`config.mk`:
```
export PLATFORM = sky130hd
export DESIGN_NAME = sram_bus_master
export DESIGN_NICKNAME = d
export VERILOG_FILES = /design/src/rtl/sram_bus_pkg.sv /design/src/rtl/sram_bus_master_count_reg.sv /design/src/rtl/sram_bus_master.sv
export SDC_FILE = /design/constraint.sdc
export NUM_CORES = 1
export LEC_CHECK = 0
export ABC_AREA = 1
export CAP_MARGIN = 20
export CORE_ASPECT_RATIO = 1.2
export CORE_MARGIN = 4
export CORE_UTILIZATION = 35
export CTS_CLUSTER_DIAMETER = 80
export DETAILED_ROUTE_END_ITERATION = 10
export PLACE_DENSITY = 0.76
export RECOVER_POWER = 50
export SLEW_MARGIN = 20
export SYNTH_ARGS = -nofsm -noshare
export SYNTH_HDL_FRONTEND = slang
export SYNTH_SLANG_ARGS = --single-unit
```
`constraint.sdc`:
```
create_clock -name clk50MHz -period 1.2 [get_ports clk50MHz]
set_input_delay 0.12 -clock clk50MHz [delete_from_list [all_inputs] [get_ports clk50MHz]]
set_output_delay 0.12 -clock clk50MHz [all_outputs]
set_load 0.03 [all_outputs]
```
`src/rtl/sram_bus_pkg.sv`:
```
// Shared constants and state encoding for the SRAM bus master.
// Optional WAIT timeout is enabled by defining SRAM_BUS_TIMEOUT_EN.
package sram_bus_pkg;

  // Controller register addresses selecting the transfer direction
  localparam logic [15:0] CTRL_ADDR_READ  = 16'hFFFA;
  localparam logic [15:0] CTRL_ADDR_WRITE = 16'hFFFB;

  localparam int DEF_WAIT_TIMEOUT = 32;

  typedef enum logic [2:0] {
    ST_IDLE = 3'd0,
    ST_DEV  = 3'd1,
    ST_ADDR = 3'd2,
    ST_WAIT = 3'd3,
    ST_DATA = 3'd4,
    ST_DONE = 3'd5
  } state_e;

endpackage

```
`src/rtl/sram_bus_master_count_reg.sv`:
```
// Up-counter with synchronous clear (priority over enable) and async active-low reset.
module count_reg #(
  parameter int W = 2
) (
  input  logic         clk_i,
  input  logic         rst_ni,
  input  logic         clr_i,
  input  logic         en_i,
  output logic [W-1:0] cnt_o
);

  logic [W-1:0] cnt_q, cnt_d;

  always_comb begin
    cnt_d = cnt_q;
    if (clr_i) begin
      cnt_d = '0;
    end else if (en_i) begin
      cnt_d = cnt_q + 1'b1;
    end
  end

  always_ff @(posedge clk_i or negedge rst_ni) begin
    if (!rst_ni) begin
      cnt_q <= '0;
    end else begin
      cnt_q <= cnt_d;
    end
  end

  assign cnt_o = cnt_q;

endmodule

```
`src/rtl/sram_bus_master.sv`:
```
// Burst master for an SRAM controller: DEV/ADDR/WAIT/DATA/DONE sequencing of 1..4 word bursts.
// Define SRAM_BUS_TIMEOUT_EN to bound WAIT and report a sticky err on timeout.
module sram_bus_master
  import sram_bus_pkg::*;
#(
  parameter int A_WIDTH      = 16,
  parameter int D_WIDTH      = 16,
  parameter int WAIT_TIMEOUT = DEF_WAIT_TIMEOUT
) (
  input  logic               clk50MHz,
  input  logic               rst_L,
  input  logic               req_valid,
  output logic               req_ready,
  input  logic               req_write,
  input  logic [A_WIDTH-1:0] req_addr,
  input  logic [1:0]         req_len,
  input  logic [D_WIDTH-1:0] wdata,
  output logic               wdata_ready,
  output logic [D_WIDTH-1:0] rdata,
  output logic               rdata_valid,
  output logic               done,
  output logic               err,
  output logic [A_WIDTH-1:0] baddr,
  output logic [1:0]         bburst,
  input  logic               bwait,
  output logic [D_WIDTH-1:0] bdata_out,
  output logic               bdata_oe,
  input  logic [D_WIDTH-1:0] bdata_in
);

  state_e               state_q, state_d;
  logic                 write_q, write_d;
  logic [A_WIDTH-1:0]   addr_q, addr_d;
  logic [1:0]           len_q, len_d;
  logic                 arm_q, arm_d;
  logic [D_WIDTH-1:0]   rdata_q, rdata_d;
  logic                 rdata_valid_q, rdata_valid_d;
  logic [1:0]           beat;
  logic                 wait_exit;
  logic                 to_hit;

  count_reg #(.W(2)) u_beat_cnt (
    .clk_i  (clk50MHz),
    .rst_ni (rst_L),
    .clr_i  (state_q != ST_DATA),
    .en_i   (state_q == ST_DATA),
    .cnt_o  (beat)
  );

  // WAIT only ends on a low bwait after the controller has shown at least one high cycle
  assign wait_exit = (state_q == ST_WAIT) && arm_q && !bwait;

`ifdef SRAM_BUS_TIMEOUT_EN
  localparam int TO_W = $clog2(WAIT_TIMEOUT) + 1;

  logic [TO_W-1:0] to_cnt;
  logic            err_q, err_d;

  count_reg #(.W(TO_W)) u_to_cnt (
    .clk_i  (clk50MHz),
    .rst_ni (rst_L),
    .clr_i  (state_q != ST_WAIT),
    .en_i   (state_q == ST_WAIT),
    .cnt_o  (to_cnt)
  );

  assign to_hit = (state_q == ST_WAIT) && (to_cnt == TO_W'(WAIT_TIMEOUT - 1));

  always_comb begin
    err_d = err_q;
    if (req_valid && (state_q == ST_IDLE)) begin
      err_d = 1'b0;
    end else if (to_hit && !wait_exit) begin
      err_d = 1'b1;
    end
  end

  always_ff @(posedge clk50MHz or negedge rst_L) begin
    if (!rst_L) begin
      err_q <= 1'b0;
    end else begin
      err_q <= err_d;
    end
  end

  assign err = err_q;
`else
  assign to_hit = 1'b0;
  assign err    = 1'b0;
`endif

  always_comb begin
    state_d       = state_q;
    write_d       = write_q;
    addr_d        = addr_q;
    len_d         = len_q;
    arm_d         = 1'b0;
    rdata_d       = rdata_q;
    rdata_valid_d = 1'b0;
    req_ready     = 1'b0;
    baddr         = '0;
    bburst        = '0;
    bdata_oe      = 1'b0;
    bdata_out     = '0;
    wdata_ready   = 1'b0;
    done          = 1'b0;
    case (state_q)
      ST_IDLE: begin
        req_ready = 1'b1;
        if (req_valid) begin
          write_d = req_write;
          addr_d  = req_addr;
          len_d   = req_len;
          state_d = ST_DEV;
        end
      end
      ST_DEV: begin
        baddr   = write_q ? A_WIDTH'(CTRL_ADDR_WRITE) : A_WIDTH'(CTRL_ADDR_READ);
        state_d = ST_ADDR;
      end
      ST_ADDR: begin
        baddr   = addr_q;
        bburst  = len_q;
        state_d = ST_WAIT;
      end
      ST_WAIT: begin
        baddr  = addr_q;
        bburst = len_q;
        arm_d  = arm_q | bwait;
        if (wait_exit) begin
          state_d = ST_DATA;
        end else if (to_hit) begin
          state_d = ST_DONE;
        end
      end
      ST_DATA: begin
        baddr  = addr_q;
        bburst = len_q;
        // Writes are purely combinational pass-through, so the client can never stall a beat
        if (write_q) begin
          bdata_oe    = 1'b1;
          bdata_out   = wdata;
          wdata_ready = 1'b1;
        end else begin
          rdata_d       = bdata_in;
          rdata_valid_d = 1'b1;
        end
        if (beat == len_q) begin
          state_d = ST_DONE;
        end
      end
      ST_DONE: begin
        done    = 1'b1;
        state_d = ST_IDLE;
      end
      default: begin
        state_d = ST_IDLE;
      end
    endcase
  end

  always_ff @(posedge clk50MHz or negedge rst_L) begin
    if (!rst_L) begin
      state_q       <= ST_IDLE;
      write_q       <= 1'b0;
      addr_q        <= '0;
      len_q         <= '0;
      arm_q         <= 1'b0;
      rdata_q       <= '0;
      rdata_valid_q <= 1'b0;
    end else begin
      state_q       <= state_d;
      write_q       <= write_d;
      addr_q        <= addr_d;
      len_q         <= len_d;
      arm_q         <= arm_d;
      rdata_q       <= rdata_d;
      rdata_valid_q <= rdata_valid_d;
    end
  end

  assign rdata       = rdata_q;
  assign rdata_valid = rdata_valid_q;

endmodule

```
==> flow_summary.yaml, run 1 <==
timing:
  tns_ns: -24.81
  clock.fmax_ghz: 0.602
  setup_slack_ns: -0.461
  finalHoldViolCount: 0
  setup_viol: 79
  min_period_over_period: 1.38
  period_minus_slack_ns: 1.66
  maxSlewViolCount: 0
  grt_setup_unrepaired: "true"
  finClkSkew_ns: 0.00728
  tightest_slew_ns: 0.802
  slew-limit-headroom: 0.464
  whs_ns: 0.350
grt:
  grt_max_degree: 43
  grt_pass1_wl_um: 11100
  grt_antenna_before_repair: 0
  overflow: 0
  grt_pass1_vias: 2379
  groute.usage.overall: 0.193
floorplanning:
  core_area_um2: 5670
  initial_core_util: 0.361
  io_pins: 111
  rows: 30
  die_h_um: 91.7
  die_w_um: 77.8
  fp.dieArea_um2: 7130
worst_setup_path:
  crit_start: "state_q[1]"
  reg2reg_from: "state_q[1]"
  rrSetupSlack_ns: -0.36
  crit_type: "flop to output port"
  required_ns: 1.08
  cp-start-kind: "flop"
  crit_arrival_ns: 1.54
  timing.rr.end: "addr_q[2]"
  crit_fanout: 3
  rr_worst_depth: 8
  crit_end: "req_ready"
  end_kind: "output port"
logic_synthesis:
  synth_edf_count: 0
  netlist_area_um2: 2040
  ys_warn_count: 0
  ys_seq_area_frac: 0.514
  yosysMostFrequentCell: "nand2_1"
  synth.avg_cell_area_um2: 7.41
  yosys.cell_types.count: 18
  synth_ff_type: "dfrtp_1"
  ys_ff_latch: 42
  synthTopCellsByCount: "nand2_1 (140), dfrtp_1 (42), nor2_1 (29)"
  netlist_instances: 276
  synth_top_area_cell: "dfrtp_1"
  yosys-top-cells-area: "dfrtp_1 (51%), nand2_1 (26%), nor2_1 (5.3%)"
  async_flop_share: 1.00
  synth_nets: 331
  netlist.area_leader.share: 0.514
power:
  total_power_mw: 11.1
  peakVddDrop_mv: 2.12
  power_density_nw_per_um2: 2630
  leakagePower_nw: 2.04
place:
  dp_hpwl_um: 4520
  dp_slack_ns: -0.198
  portBuffers: 109
  place.gp.congestion: 0.825
outcome:
  violations: "negative setup slack"
  outcome: "finished with violations"
clock_tree:
  h-tree-depth: 2
  cts_sinks: 42
  clk_pin_slew_worst_paths_ns: 0.08
  cts_tree: "done"
  insertion_delay_ns: 0.29
  numCtsBuffers: 5
  clock_path_buffers: 2
  ctsRootBufferMaster: "clkbuf_8"
route:
  vias: 2255
  drt_wl_total_um: 7100
  detail-route-antenna-nets: 0
  drt_iter0_drc: 91
  wire_per_inst_um: 14.2
  drcViolationCount: 0
  vias_per_cell: 4.51
  dr.pass1.iters: 4
final_layout:
  num_antenna_cells: 0
  num-nets-final: 474
  drive_gt1_frac: 0.433
  synthToLayoutAreaGrowth_pct: 107
  final_core_util: 0.746
hold_path:
  hp-class: "input pin to flop"
run:
  drv_cap: 0
-- worst max-delay path, cell delays in order, from the launching register on --
cell     delay (ns)
dfrtp_2        0.45
nor2_4         0.14
buf_4          0.14
buf_6          0.09
inv_2          0.04
nor2_4         0.15
buf_12         0.13
buf_6          0.12
-- power breakdown --
group	internal (mW)	switching, mW
logic	3.00	4.25
clock network	0.887	0.473
registers	2.04	0.472
-- cell families (layout without fill, tap and decap cells) --
family	after synthesis	after routing	share of synthesized area
AOI/OAI and AO/OA	9	9	0.0239
DFF	42	42	0.514
other	1	1	0.00183
buffers and inverters	31	170	0.0783
and+or+nand+nor	193	198	0.382
-- worst min path at each step --
stage | from | endpoint | slack, ns | cells past startpoint
floorplan | rst_L | addr_q[0] | -0.18 | 0
global placement | rst_L | rdata[2] | 0.11 | 2
detailed placement | rst_L | rdata[2] | 0.11 | 2
CTS | rst_L | rdata[2] | 0.32 | 3
global route | bdata_in[13] | rdata[13] | 0.36 | 3
finish | bdata_in[2] | rdata[2] | 0.35 | 3
-- metrics by stage --
| step | cells | area, um2 |
|---|---|---|
| after global placement | 472 | 3450 |
| after detailed placement | 472 | 3450 |
| after floorplan | 276 | 2260 |
| after CTS | 492 | 3970 |
| after global routing | 500 | 4230 |
| final | 500 | 4230 |
-- timing repair --
action / 4_1_cts / 5_1_grt
hold buffers: 1 / 0
gates resized for setup: 98 / 67
endpoints found under the hold margin: 42 / 0
setup endpoints to repair: 92 / 88
cloned: 6 / 3
pin swaps: 5 / 7
setup buffers: 5 / 7
-- per-layer routing --
layer / wire length, um / GRT usage
met5: 0 / 0
met4: 74 / 0.0504
met3: 381 / 0.0393
met2: 3910 / 0.349
met1: 2730 / 0.231
-- placed cells by master (no fill, tap or decap), types with 2 or more instances in the layout --
cell             Yosys  layout
buf_8                0       2
clkbuf_2             0       3
nor2_2               0       2
clkdlybuf4s50_1      0      52
nand2_4              2      14
inv_2                2       4
bufinv_16            0       2
nand2_2              1      33
dlygate4sd2_1        0       8
buf_4                6      18
nor2_4               2      27
clkinv_8             0       2
clkbuf_8             0       6
a21oi_2              0       3
a21oi_1              7       4
nand3_1             19      17
buf_6                2      45
nor2_1              29       2
dfrtp_1             42      40
nand2_8              0       4
buf_12               0       4
clkdlybuf4s15_1      0       6
nand2_1            140      97
inv_1               13       9
dfrtp_2              0       2
-- layout make-up --
type / count / area [um2]
clock buffer: 6 / 82.6
clock inverter: 2 / 60.1
fill: 395 / 1440
inverter: 16 / 83.8
multi-input combinational: 208 / 1320
sequential: 42 / 1050
tap: 80 / 100
timing repair buffer: 144 / 1510
timing repair inverter: 2 / 25.0
-- sequential cells by signal (all words and copies together), names as in the netlist --
| name | count |
|---|---|
| u_beat_cnt.cnt_o | 2 |
| rdata | 16 |
| write_q | 1 |
| len_q | 2 |
| addr_q | 16 |
| rdata_valid | 1 |
| arm_q | 1 |
| state_q | 3 |
Power figures use the tool's default switching activity.
==> run 2, diff against run 1 <==
--- a/config.mk
+++ b/config.mk
@@ -12,6 +12,7 @@
 export CORE_UTILIZATION = 35
 export CTS_CLUSTER_DIAMETER = 80
 export DETAILED_ROUTE_END_ITERATION = 10
+export GPL_TIMING_DRIVEN = 0
 export PLACE_DENSITY = 0.76
 export RECOVER_POWER = 50
 export SLEW_MARGIN = 20
==> run 2 against run 1 <==
The flow still finishes with violations (negative setup slack). Via count rose by 1.4%. Setup slack got worse by 0.015 ns. Routed wire length fell by 1.8%. Final cell count rose by 1.0%.
==> flow_summary.yaml, run 2 (same netlist as run 1, synthesis figures left out) <==
grt:
  groute.usage.overall: 0.187
  grt_pass1_vias: 2290
  overflow: 0
  grt_antenna_before_repair: 0
  grt_max_degree: 23
  grt_pass1_wl_um: 10800
worst_setup_path:
  cp-start-kind: "flop"
  rrSetupSlack_ns: -0.39
  rr_worst_depth: 11
  timing.rr.end: "rdata[2]"
  required_ns: 1.08
  reg2reg_from: "state_q[1]"
  crit_arrival_ns: 1.56
  crit_type: "flop to output port"
  end_kind: "output port"
  crit_fanout: 9
place:
  dp_hpwl_um: 4680
  place.gp.congestion: 0.834
  portBuffers: 108
outcome:
  outcome: "finished with violations"
  violations: "negative setup slack"
clock_tree:
  numCtsBuffers: 5
  ctsRootBufferMaster: "clkbuf_8"
  insertion_delay_ns: 0.29
  clk_pin_slew_worst_paths_ns: 0.09
  h-tree-depth: 2
  cts_tree: "done"
  clock_path_buffers: 2
  cts_sinks: 42
route:
  drt-met1-wl_um: 2630
  drcViolationCount: 0
  vias: 2286
  detail-route-antenna-nets: 0
  dr.pass1.iters: 4
  top_layer_used: "met4"
  wire_per_inst_um: 13.8
  drt_wl_total_um: 6970
  vias_per_cell: 4.53
  drt_iter0_drc: 57
  wl_met3_um: 369
  wl_met2_um: 3890
final_layout:
  num_antenna_cells: 0
  drive_gt1_frac: 0.395
  synthToLayoutAreaGrowth_pct: 102
  final_cell_mix: "nand2_1 (113), buf_6 (53), clkdlybuf4s50_1 (52)"
  mostFrequentLayoutCell: "nand2_1"
  num-nets-final: 479
  final_core_util: 0.727
  nFillCells: 418
floorplanning:
  die_w_um: 77.8
  rows: 30
  fp.dieArea_um2: 7130
  core_area_um2: 5670
  initial_core_util: 0.361
  io_pins: 111
  die_h_um: 91.7
hold_path:
  worstHoldEndpoint: "addr_q[3]"
  hp-start: "req_valid"
  hp-class: "input pin to flop"
  holdPathStages: 3
timing:
  slew-limit-headroom: 0.636
  grt_setup_unrepaired: "true"
  tns_ns: -27.09
  setup_viol: 77
  finalHoldViolCount: 0
  clock.fmax_ghz: 0.597
  min_period_over_period: 1.40
  maxSlewViolCount: 0
  whs_ns: 0.197
  tightest_slew_ns: 0.546
  setup_slack_ns: -0.476
  period_minus_slack_ns: 1.68
  finClkSkew_ns: 0.00985
power:
  leakagePower_nw: 2.01
  peakVddDrop_mv: 2.26
  power_density_nw_per_um2: 2650
  total_power_mw: 10.9
run:
  drv_cap: 0
## run 2: how the worst max path moves through the flow
stage / start / to / slack, ns
after global routing: state_q[0] / wdata_ready / -0.55
after CTS: state_q[1] / bburst[1] / -0.47
after detailed placement: state_q[1] / bburst[0] / -0.80
final: state_q[1] / wdata_ready / -0.48
after global placement: rst_L / state_q[2] / -1.27
after floorplan: state_q[1] / wdata_ready / -0.13
## run 2: area by class of cell
| type | count | area [um2] | area share |
|---|---|---|---|
| Clock buffer | 5 | 68.8 | 0.0167 |
| Sequential cell | 42 | 1050 | 0.256 |
| Clock inverter | 3 | 68.8 | 0.0167 |
| Multi-Input combinational cell | 203 | 1160 | 0.282 |
| Timing Repair Buffer | 142 | 1440 | 0.348 |
| Buffer | 14 | 155 | 0.0376 |
| Tap cell | 80 | 100 | 0.0243 |
| Inverter | 16 | 77.6 | 0.0188 |
## run 2: routing by layer
| metal | vias to the layer above | track usage |
|---|---|---|
| met1 | 1070 | 0.217 |
| li1 | 1134 | - |
| met2 | 74 | 0.344 |
| met3 | 8 | 0.0422 |
| met5 | - | 0 |
| met4 | 0 | 0.0445 |
## run 2: repair_timing
action                                  in CTS  in global routing
gates resized for setup                    304                 68
endpoints found under the setup margin      91                 88
buffers inserted                            16                 10
pin swaps                                    7                  7
cloned                                       5                  1
hold endpoints to repair                    21                  0
hold buffers                                 1                  0
## run 2: worst max-delay path, cell delays in order, from the launching register on
cell and delay [ns]:
dfrtp_2 0.45, nor2_4 0.12, nand2_4 0.07, buf_4 0.14
buf_12 0.14, nor2_4 0.11, buf_6 0.11, buf_6 0.12
## run 2: stage by stage
step / std cells / area, um2 / setup slack (ns)
finish: 505 / 4120 / -0.476
global route: 505 / 4120 / -0.545
CTS: 494 / 3850 / -0.466
detailed placement: 465 / 3460 / -0.799
global placement: 464 / 3440 / -1.27
floorplan: 276 / 2260 / -0.131
## run 2: report_power, final
| part | switching [mW] | internal, mW |
|---|---|---|
| logic | 4.05 | 3.04 |
| clock network | 0.505 | 0.834 |
| registers | 0.436 | 2.04 |
| total | 4.99 | 5.92 |
